==> config.mk <==
export PLATFORM = sky130hd
export DESIGN_NAME = fifo_rd_drain
export DESIGN_NICKNAME = d
export VERILOG_FILES = /design/src/rtl/asyn_fifo_pkg.sv /design/src/rtl/fifo_rd_skid.sv /design/src/rtl/fifo_rd_drain.sv
export SDC_FILE = /design/constraint.sdc
export NUM_CORES = 1
export LEC_CHECK = 0
export CELL_PAD_IN_SITES_DETAIL_PLACEMENT = 1
export CELL_PAD_IN_SITES_GLOBAL_PLACEMENT = 2
export CORE_ASPECT_RATIO = 0.8
export CORE_MARGIN = 3
export CORE_UTILIZATION = 29
export DETAILED_ROUTE_END_ITERATION = 10
export GPL_TIMING_DRIVEN = 0
export HOLD_SLACK_MARGIN = 0.15
export PLACE_DENSITY_LB_ADDON = 0.15
export SETUP_SLACK_MARGIN = 0.4
export SYNTH_ARGS = -nofsm -noshare
export SYNTH_HDL_FRONTEND = slang
export SYNTH_SLANG_ARGS = --single-unit
==> constraint.sdc <==
create_clock -name rd_clk -period 3.3 [get_ports rd_clk]
set_input_delay 0.495 -clock rd_clk [delete_from_list [all_inputs] [get_ports rd_clk]]
set_output_delay 0.495 -clock rd_clk [all_outputs]
set_load 0.01 [all_outputs]
==> src/rtl/asyn_fifo_pkg.sv <==
// Shared definitions for the asyn_fifo read-side drain logic: default word width,
// drain FSM state encoding and the skid room test used by the pop request.
package asyn_fifo_pkg;

    localparam int DEF_DATA_WIDTH = 16;

    localparam logic [1:0] ST_IDLE = 2'd0;
    localparam logic [1:0] ST_RUN  = 2'd1;
    localparam logic [1:0] ST_STOP = 2'd2;

    typedef enum logic [1:0] {
        STATE_IDLE = ST_IDLE,
        STATE_RUN  = ST_RUN,
        STATE_STOP = ST_STOP
    } drain_state_e;

    // True when the skid still has a free slot after this cycle's push/pop settle.
    function automatic logic skid_has_room(input logic [1:0] occ,
                                           input logic       inflight,
                                           input logic       pop);
        logic [2:0] next_occ;
        next_occ = {1'b0, occ} + {2'b00, inflight} - {2'b00, pop};
        return (next_occ < 3'd2);
    endfunction

endpackage

==> src/rtl/fifo_rd_skid.sv <==
// Two-entry register FIFO that absorbs words already requested from asyn_fifo
// while the downstream stream is stalled. Slot 0 is always the head.
module fifo_rd_skid
    import asyn_fifo_pkg::*;
#(
    parameter int DATA_WIDTH = DEF_DATA_WIDTH
) (
    input  logic                  rd_clk,
    input  logic                  rd_rst_n,
    input  logic                  push,
    input  logic [DATA_WIDTH-1:0] push_data,
    input  logic                  pop,
    output logic [DATA_WIDTH-1:0] head,
    output logic [1:0]            occ
);

    logic [DATA_WIDTH-1:0] slot0_r;
    logic [DATA_WIDTH-1:0] slot1_r;
    logic [1:0]            occ_r;

    // Slot storage and occupancy; a pop shifts slot 1 forward into the head.
    always_ff @(posedge rd_clk or negedge rd_rst_n) begin
        if (!rd_rst_n) begin
            slot0_r <= {DATA_WIDTH{1'b0}};
            slot1_r <= {DATA_WIDTH{1'b0}};
            occ_r   <= 2'd0;
        end else begin
            case ({push, pop})
                2'b10: begin
                    if (occ_r == 2'd0) begin
                        slot0_r <= push_data;
                    end else begin
                        slot1_r <= push_data;
                    end
                    occ_r <= occ_r + 2'd1;
                end
                2'b01: begin
                    slot0_r <= slot1_r;
                    occ_r   <= occ_r - 2'd1;
                end
                2'b11: begin
                    if (occ_r == 2'd1) begin
                        slot0_r <= push_data;
                    end else begin
                        slot0_r <= slot1_r;
                        slot1_r <= push_data;
                    end
                end
                default: begin
                    occ_r <= occ_r;
                end
            endcase
        end
    end

    assign head = slot0_r;
    assign occ  = occ_r;

endmodule

==> src/rtl/fifo_rd_drain.sv <==
// Read-side drain controller for asyn_fifo: pops words, buffers them in a skid and
// streams them out. Define FIFO_RD_SEQ_CHECK_EN to enable the incrementing-sequence checker.
module fifo_rd_drain
    import asyn_fifo_pkg::*;
#(
    parameter int DATA_WIDTH = DEF_DATA_WIDTH,
    parameter int CNT_WIDTH  = 32
) (
    input  logic                  rd_clk,
    input  logic                  rd_rst_n,
    input  logic                  drain_en,
    input  logic                  fifo_empty,
    input  logic [DATA_WIDTH-1:0] fifo_rd_data,
    output logic                  fifo_rd_en,
    output logic [DATA_WIDTH-1:0] out_data,
    output logic                  out_valid,
    input  logic                  out_ready,
    output logic                  busy,
    output logic [CNT_WIDTH-1:0]  word_cnt,
    output logic [CNT_WIDTH-1:0]  err_cnt
);

    localparam logic [CNT_WIDTH-1:0] CNT_ONE = {{(CNT_WIDTH-1){1'b0}}, 1'b1};

    drain_state_e          state_r;
    logic                  inflight_r;
    logic [CNT_WIDTH-1:0]  word_cnt_r;
    logic [1:0]            occ_s;
    logic [DATA_WIDTH-1:0] head_s;
    logic                  pop_s;

    fifo_rd_skid #(
        .DATA_WIDTH (DATA_WIDTH)
    ) u_skid (
        .rd_clk    (rd_clk),
        .rd_rst_n  (rd_rst_n),
        .push      (inflight_r),
        .push_data (fifo_rd_data),
        .pop       (pop_s),
        .head      (head_s),
        .occ       (occ_s)
    );

    assign out_valid = (occ_s != 2'd0);
    assign out_data  = head_s;
    assign pop_s     = out_valid & out_ready;

    // Pop request must be combinational so a word can be fetched every cycle at full rate.
    assign fifo_rd_en = (state_r == STATE_RUN) & ~fifo_empty &
                        skid_has_room(occ_s, inflight_r, pop_s);

    assign busy     = (state_r != STATE_IDLE) | (occ_s != 2'd0) | inflight_r;
    assign word_cnt = word_cnt_r;

    // Drain FSM; STOP lingers until every requested word has left the skid.
    always_ff @(posedge rd_clk or negedge rd_rst_n) begin
        if (!rd_rst_n) begin
            state_r <= STATE_IDLE;
        end else begin
            case (state_r)
                STATE_IDLE: begin
                    if (drain_en) begin
                        state_r <= STATE_RUN;
                    end
                end
                STATE_RUN: begin
                    if (!drain_en) begin
                        state_r <= STATE_STOP;
                    end
                end
                STATE_STOP: begin
                    if (drain_en) begin
                        state_r <= STATE_RUN;
                    end else if (!inflight_r && (occ_s == 2'd0)) begin
                        state_r <= STATE_IDLE;
                    end
                end
                default: begin
                    state_r <= STATE_IDLE;
                end
            endcase
        end
    end

    // In-flight tracking for the 1-cycle read latency and the delivered-word counter.
    always_ff @(posedge rd_clk or negedge rd_rst_n) begin
        if (!rd_rst_n) begin
            inflight_r <= 1'b0;
            word_cnt_r <= {CNT_WIDTH{1'b0}};
        end else begin
            inflight_r <= fifo_rd_en;
            if (pop_s) begin
                word_cnt_r <= word_cnt_r + CNT_ONE;
            end
        end
    end

`ifdef FIFO_RD_SEQ_CHECK_EN
    localparam logic [DATA_WIDTH-1:0] DATA_ONE = {{(DATA_WIDTH-1){1'b0}}, 1'b1};

    logic                  seeded_r;
    logic [DATA_WIDTH-1:0] exp_r;
    logic [CNT_WIDTH-1:0]  err_cnt_r;

    // Sequence checker: expectation always follows the last word, so one gap costs one error.
    always_ff @(posedge rd_clk or negedge rd_rst_n) begin
        if (!rd_rst_n) begin
            seeded_r  <= 1'b0;
            exp_r     <= {DATA_WIDTH{1'b0}};
            err_cnt_r <= {CNT_WIDTH{1'b0}};
        end else if (inflight_r) begin
            if (seeded_r && (fifo_rd_data != exp_r) && (err_cnt_r != {CNT_WIDTH{1'b1}})) begin
                err_cnt_r <= err_cnt_r + CNT_ONE;
            end
            exp_r    <= fifo_rd_data + DATA_ONE;
            seeded_r <= 1'b1;
        end
    end

    assign err_cnt = err_cnt_r;
`else
    assign err_cnt = {CNT_WIDTH{1'b0}};
`endif

endmodule
==> results of run 1 <==
[through the flow]
step / power (W) / cells / setup slack (ps) / utilization (%)
finish: 0.003567 / 589 / 362.8 / 44.84
global route: 0.003804 / 589 / 204.0 / 44.84
CTS: 0.003501 / 581 / 377.2 / 43.84
detailed placement: 0.002336 / 550 / -358.3 / 39.64
global placement: 0.002307 / 549 / -892.1 / 39.49
floorplan: 0.001856 / 334 / 433.3 / -
[final cells by class]
class | instances | area, um^2
multi-input combinational | 218 | 1503
tap | 144 | 180.2
timing repair buffer | 95 | 927.1
clock buffer | 13 | 270.3
sequential | 69 | 1728
fill | 1219 | 6125
clock inverter | 3 | 42.54
inverter | 4 | 17.52
buffer | 43 | 310.3
[worst reg2reg max path, delay by kind of cell, from the launching register on]
kind | cells | cell delay [ps]
flops | 1 | 420
compound gates | 1 | 60
simple gates | 3 | 570
buf+inv | 11 | 1000
fa+ha+maj | 2 | 510
xor+xnor | 1 | 160
[cell usage in the layout (no fill, tap or decap), drive strengths merged, types with 3 or more instances in the layout]
cell            n
and4            6
inv             4
and3            9
clkbuf         16
ha              3
xor2           11
mux2           16
mux2i          16
nand4          11
dfrtp          69
clkdlybuf4s50  68
nand3           8
nand2          36
buf            65
nor2            8
xnor2          22
nor3            4
conb           32
o21ai          17
[power groups by stage]
stage               Combinational, W  Clock, W  Sequential (W)
floorplan                   0.000565         0         0.00129
global placement             0.00104         0         0.00127
detailed placement           0.00106         0         0.00128
CTS                          0.00121   0.00104         0.00126
global route                 0.00144   0.00108         0.00129
finish                       0.00130   0.00101         0.00126
[cell families after synthesis]
kind of cell	count (synthesis)	synth area share, %
XOR/XNOR	33	8.559
adder cells (fa/ha/maj)	4	1.704
flip-flops	69	51.13
AO/OA/AOI/OAI	22	3.446
other	1	0.1110
AND/OR/NAND/NOR	95	15.52
buffers and inverters	47	9.448
multiplexers	32	10.08
[flip-flops by register name, summed over array words and instances, names as in the netlist]
| signal | cells |
|---|---|
| inflight_r | 1 |
| state_r | 2 |
| u_skid.head | 16 |
| u_skid.occ | 2 |
| u_skid.slot1_r | 16 |
| word_cnt | 32 |
[per-layer routing]
metal  GRT usage, %  vias up
li1               -     1240
met1          17.67     1258
met2          20.81       60
met3          3.780       11
met4          5.606        0
met5              0        -
[timing repair]
action,in CTS,in global routing
hold buffers,1,0
pin swaps,2,2
hold endpoints to repair,32,0
setup buffers,14,8
endpoints found under the setup margin,1,2
gates resized for setup,19,12
[path summary, 6_finish.rpt]
| path | startpoint | endpoint | cells past startpoint |
|---|---|---|---|
| setup / recovery | u_skid.occ[1] | fifo_rd_en | 10 |
| hold / removal | u_skid.head[13] | u_skid.head[13] | 2 |
| setup reg to reg | u_skid.occ[1] | inflight_r | 18 |
| hold reg to reg | u_skid.head[13] | u_skid.head[13] | 2 |
| max in group asynchronous | rd_rst_n | word_cnt[11] | 3 |
| min in group asynchronous | rd_rst_n | u_skid.slot1_r[13] | 2 |
==> impl_metrics.csv, run 1 <==
group,metric,value,unit
finish,drive_gt1_share,24.94,%
sta,max_clock_freq,340.5,MHz
pwr,p_int,0.002473,W
sta,max_slew_margin,58.33,%
clock_network,clkLatencyLatePin,330,ps
synthesis,synthArstFlopShare,100.0,%
clock_network,htree_num_levels,3,
place,port_buffers,71,
floorplan,start_util,30.41,%
routing,top_layer,"met4",
grt,grt_pass1_wl,13350,um
finish,syn_to_final_growth,47.42,%
clock_network,cts_sinks,69,
finish,final_nets,465,
pwr,comb_power_share,36.5,%
place,gp_congestion,0.7473,
synthesis,ys.flop_type,"dfrtp_1",
grt,grt_overflow,0,
critical_path,slowest_stage,"dfrtp_2",
synthesis,synth.area.top_cells,"dfrtp_1, buf_4, xnor2_1",
routing,drc,0,
critical_path,crit_type,"reg2out",
sta,hold_viol,0,
critical_path,cp_data_arrival_time,2440,ps
clock_network,cts_made_buffers,9,
sta,setup-tns-final,0,ps
synthesis,ys_ff_latch,69,
sta,post-route-period-util,89.00,%
synthesis,synth_edf_count,0,
synthesis,synth.most_common_cell,"dfrtp_1",
pwr,p_leak,2.384,nW
pwr,switching_share,30.67,%
floorplan,die_area,12980,um^2
sta,fin_crit,2937,ps
critical_path,max_stage_delay,420,ps
sta,worst_pin_slew,620.3,ps
pwr,power.density,716.4,nW/um^2
synthesis,yosysTopAreaCell,"dfrtp_1",
synthesis,yosysUniqueCellTypes,38,
sta,report.final.slew_viol_count,0,
routing,routed-wl-met3,389,um
routing,viasPerCell,4.362,
synthesis,netlist_area,3377,um^2
critical_path,path_buf_inv,3,
routing,routedWlPerCell,14.39,um
critical_path,cp_max_fo,4,
pwr,power_frac_seq,35.2,%
grt,grt_pass1_vias,2564,
place,post_dp_cell_area,4402,um^2
floorplan,die_y,102.5,um
sta,holdWs,473.1,ps
critical_path,cp_cell_sequence,"inv_4 > ha_4 > and2b_1 > buf_6 > nor2_4 > o21ai_2 > fa_2 > xor2_2 > nor4b_2 > buf_2",
routing,ant_nets,0,
clock_network,cts_root_buf,"clkbuf_16",
pwr,vdd_drop_max,0.3688,mV
critical_path,required,2800,ps
floorplan,rows,34,
floorplan,dieWidth,126.7,um
grt,antenna_found_initial,0,
routing,wl_met1,3905,um
critical_path,cp_top_family,"simple AND/OR/NAND/NOR gates",
sta,finalSetupViolCount,0,
synthesis,avgSynthCellArea,11.15,um^2
status,outcome,"complete, no violations",
synthesis,ys_warn_count,0,
floorplan,io_pins,104,
synthesis,synth_top_area_share,51.13,%
clock_network,cts_tree,"yes",
routing,vias,2569,
sta,rsz0062_at_grt,"yes",
routing,wirelength,8473,um
critical_path,endpoint_kind,"output port",
hold_path,hp-class,"reg2reg",
pwr,power.switching,0.001094,W
finish,stdcell_area,4979,um^2
grt,grt_max_degree,38,
sta,fin_skew,4.838,ps
critical_path,crit_path_start_kind,"flip-flop",
flow_run,maxCapViolations,0,
routing,drt_iter0_markers,53,
grt,grt.total_usage,13.36,%
critical_path,r2r_slack,520,ps
clock_network,path_clk_slew,50,ps
pwr,p_clk_share,28.2,%
floorplan,core,11100,um^2
synthesis,synth_common_cells,"dfrtp_1, nand2_1, buf_4",
routing,dr.pass1.iters,4,
synthesis,postSynthCellCount,303,
place,hpwlAfterDp,5778,um
clock_network,clock_path_buffers,2,
routing,wl_met2,4041,um
finish,n_antenna_cell,0,
synthesis,yosysSeqAreaShare,51.13,%
Note: power is estimated with default switching activity, not from simulation.
==> inputs of run 2 (changes only) <==
- ABC_AREA: default -> 1
- CORE_UTILIZATION: 29 -> 30
- clock period: 3.3 -> 3.8 ns (I/O delays scaled with it)
==> run 2 against run 1 <==
  * Clock skew up 5.3 ps
  * First-iteration DRC count up 110%
  * Highest routed layer unchanged
  * Synthesized cell count up 35%
  * Clock-buffer cell count down 2
  * Largest cell class unchanged
  * Critical endpoint unchanged
  * Sequential cell count unchanged
  * Critical path type is now in2out
  * Die area up 4.5%
==> impl_metrics.csv, run 2 <==
group,metric,value,unit
status,outcome,"complete, no violations",
grt,grt_max_degree,62,
synthesis,yosysTopAreaCell,"dfrtp_1",
synthesis,ys_ff_latch,69,
critical_path,max_stage_delay,510,ps
place,hpwlAfterDp,7421,um
clock_network,cts_sinks,69,
critical_path,r2r-start,"u_skid.occ[0]",
clock_network,htree_num_levels,3,
routing,drt_iter0_markers,113,
sta,rsz0062_at_grt,"no",
synthesis,synth.most_common_cell,"nand2_1",
place,gp_congestion,0.7419,
sta,worst_pin_slew,529.7,ps
clock_network,clkLatencyLatePin,330,ps
grt,grt_overflow,0,
sta,fin_crit,3193,ps
critical_path,cp_cell_sequence,"clkdlybuf4s50_1 > nand2_8 > inv_2 > buf_6 > nor2_1 > o21ai_0 > fa_1 > inv_1 > nor4_4 > buf_2",
synthesis,yosysSeqAreaShare,47.18,%
sta,setup-tns-final,0,ps
clock_network,cts_made_buffers,9,
grt,grt_pass1_vias,3299,
floorplan,die_area,13570,um^2
floorplan,dieWidth,129.5,um
critical_path,ff2ff_path_depth,11,
sta,max_slew_margin,64.69,%
pwr,total_power,0.003013,W
synthesis,ys_warn_count,0,
critical_path,slowest_stage,"clkdlybuf4s50_1",
synthesis,postSynthCellCount,408,
finish,largest_reg_flops,32,
floorplan,io_pins,104,
sta,finalSetupViolCount,0,
pwr,p_leak,2.333,nW
critical_path,r2r_slack,1590,ps
finish,drive_gt1_share,17.64,%
critical_path,crit_path_start_kind,"input pin",
synthesis,avgSynthCellArea,8.970,um^2
critical_path,endpoint,"fifo_rd_en",
clock_network,cts_tree,"yes",
place,port_buffers,71,
clock_network,clock_path_buffers,2,
place,placed_cells,659,
finish,final_nets,553,
sta,fin_skew,10.14,ps
place,post_dp_cell_area,4697,um^2
routing,routedWlPerCell,14.57,um
routing,ant_nets,0,
critical_path,crit_type,"in2out",
finish,stdcell_count,681,
synthesis,synth_top_area_share,47.18,%
sta,max_clock_freq,313.2,MHz
hold_path,hp-class,"reg2reg",
synthesis,synthArstFlopShare,100.0,%
flow_run,maxCapViolations,0,
sta,hold_viol,0,
critical_path,required,3230,ps
floorplan,rows,35,
synthesis,ys.flop_type,"dfrtp_1",
finish,final_common_cell,"nand2_1",
critical_path,endpoint_kind,"output port",
finish,syn_to_final_growth,38.36,%
sta,post-route-period-util,84.02,%
finish,stdcell_area,5064,um^2
routing,wirelength,9920,um
pwr,vdd_drop_max,0.2831,mV
sta,report.final.slew_viol_count,0,
floorplan,die_y,104.8,um
clock_network,cts_root_buf,"clkbuf_16",
floorplan,core,11690,um^2
critical_path,cp_max_fo,10,
routing,vias,3082,
synthesis,synth_common_cells,"nand2_1, dfrtp_1, nor2_1",
finish,postLayoutCoreUtil,43.31,%
grt,antenna_found_initial,0,
critical_path,cp_data_arrival_time,2620,ps
routing,viasPerCell,4.526,
critical_path,r2r-end,"inflight_r",
grt,grt_pass1_wl,16590,um
pwr,power.density,594.9,nW/um^2
routing,drc,0,
synthesis,synth_edf_count,0,
finish,most-common-layout-cells,"nand2_1, dfrtp_1, clkdlybuf4s50_1, nor2_1, buf_4",
finish,n_antenna_cell,0,
synthesis,netlist_area,3660,um^2
critical_path,setup.worst_path.start,"out_ready",
floorplan,start_util,31.30,%
routing,dr.pass1.iters,4,
synthesis,yosysUniqueCellTypes,32,
clock_network,path_clk_slew,60,ps
grt,grt.total_usage,15.43,%
synthesis,synth.area.top_cells,"dfrtp_1, nand2_1, buf_4",
[run 2: cell count changes in the layout (fill, tap and decap cells not counted), moves of 15 or more]
cell / change
nor2_1: +46
nand2_1: +58
mux2i_1: -16
nand3_1: +23
inv_1: +23
a31oi_1: +15
[run 2: routing by layer]
layer	routed length (um)	part of all wire [%]	up-vias	GRT usage, %
met3	448	4.5	9	3.832
met2	4736	48	69	24.63
met5	0	0	-	0
met1	4633	47	1504	20.82
met4	102	1.0	0	4.303
li1	-	-	1500	-
[run 2: how the worst min path moves through the flow]
stage | start | endpoint | depth (start not counted)
2_1_floorplan | rd_rst_n | inflight_r | 0
6_report | state_r[0] | state_r[0] | 1
3_5_place_dp | rd_rst_n | word_cnt[20] | 1
5_1_grt | state_r[1] | state_r[0] | 1
4_1_cts | state_r[0] | state_r[0] | 1
3_3_place_gp | state_r[0] | state_r[0] | 1
[run 2: final cells by class]
type,count,area [um^2]
fill,1379,6629
timing repair buffer,78,778.2
tap,148,185.2
clock buffer,11,242.7
clock inverter,5,60.06
inverter,28,105.1
sequential,69,1727
buffer,40,296.5
multi-input combinational,302,1669
[run 2: cell families (layout without fill, tap and decap cells)]
group / count (synthesis) / count (layout) / share of synthesized area [%]
other: 1 / 32 / 0.1025
buffers and inverters: 68 / 162 / 10.80
DFF: 69 / 69 / 47.18
muxes: 16 / 16 / 5.948
xor gates and xnor gates: 24 / 24 / 5.744
AOI/OAI and AO/OA: 22 / 22 / 3.761
and+or+nand+nor: 204 / 204 / 24.89
adders and majority gates: 4 / 4 / 1.573
[run 2: report_power, final]
group          switching, W  internal (W)  total [W]
Clock              0.000324      0.000527   0.000851
Combinational      0.000485      0.000561    0.00105
Sequential         0.000162      0.000953    0.00111
Total              0.000971       0.00204    0.00301
[run 2: what timing repair did]
action / CTS / global route
hold buffers: 1 / 0
gates resized for setup: 6 / 3
pin swaps: 0 / 1
setup buffers: 0 / 5
endpoints found under the hold margin: 8 / 0
cloned: 0 / 0
endpoints found under the setup margin: 1 / 1
[run 2: critical path, delay by kind of cell]
| family | cells | cell delay [ps] |
|---|---|---|
| adders and majority gates | 1 | 500 |
| and+or+nand+nor | 3 | 460 |
| buffers and inverters | 5 | 990 |
| AOI/OAI and AO/OA | 1 | 90 |
[run 2: per-stage QoR]
stage / worst slack, ps / hold WS, ps
detailed placement: -28.64 / 417.9
global placement: -464.2 / 450.2
floorplan: 977.9 / 274.4
CTS: 450.3 / 497.8
finish: 607.2 / 489.5
global route: 435.6 / 520.7
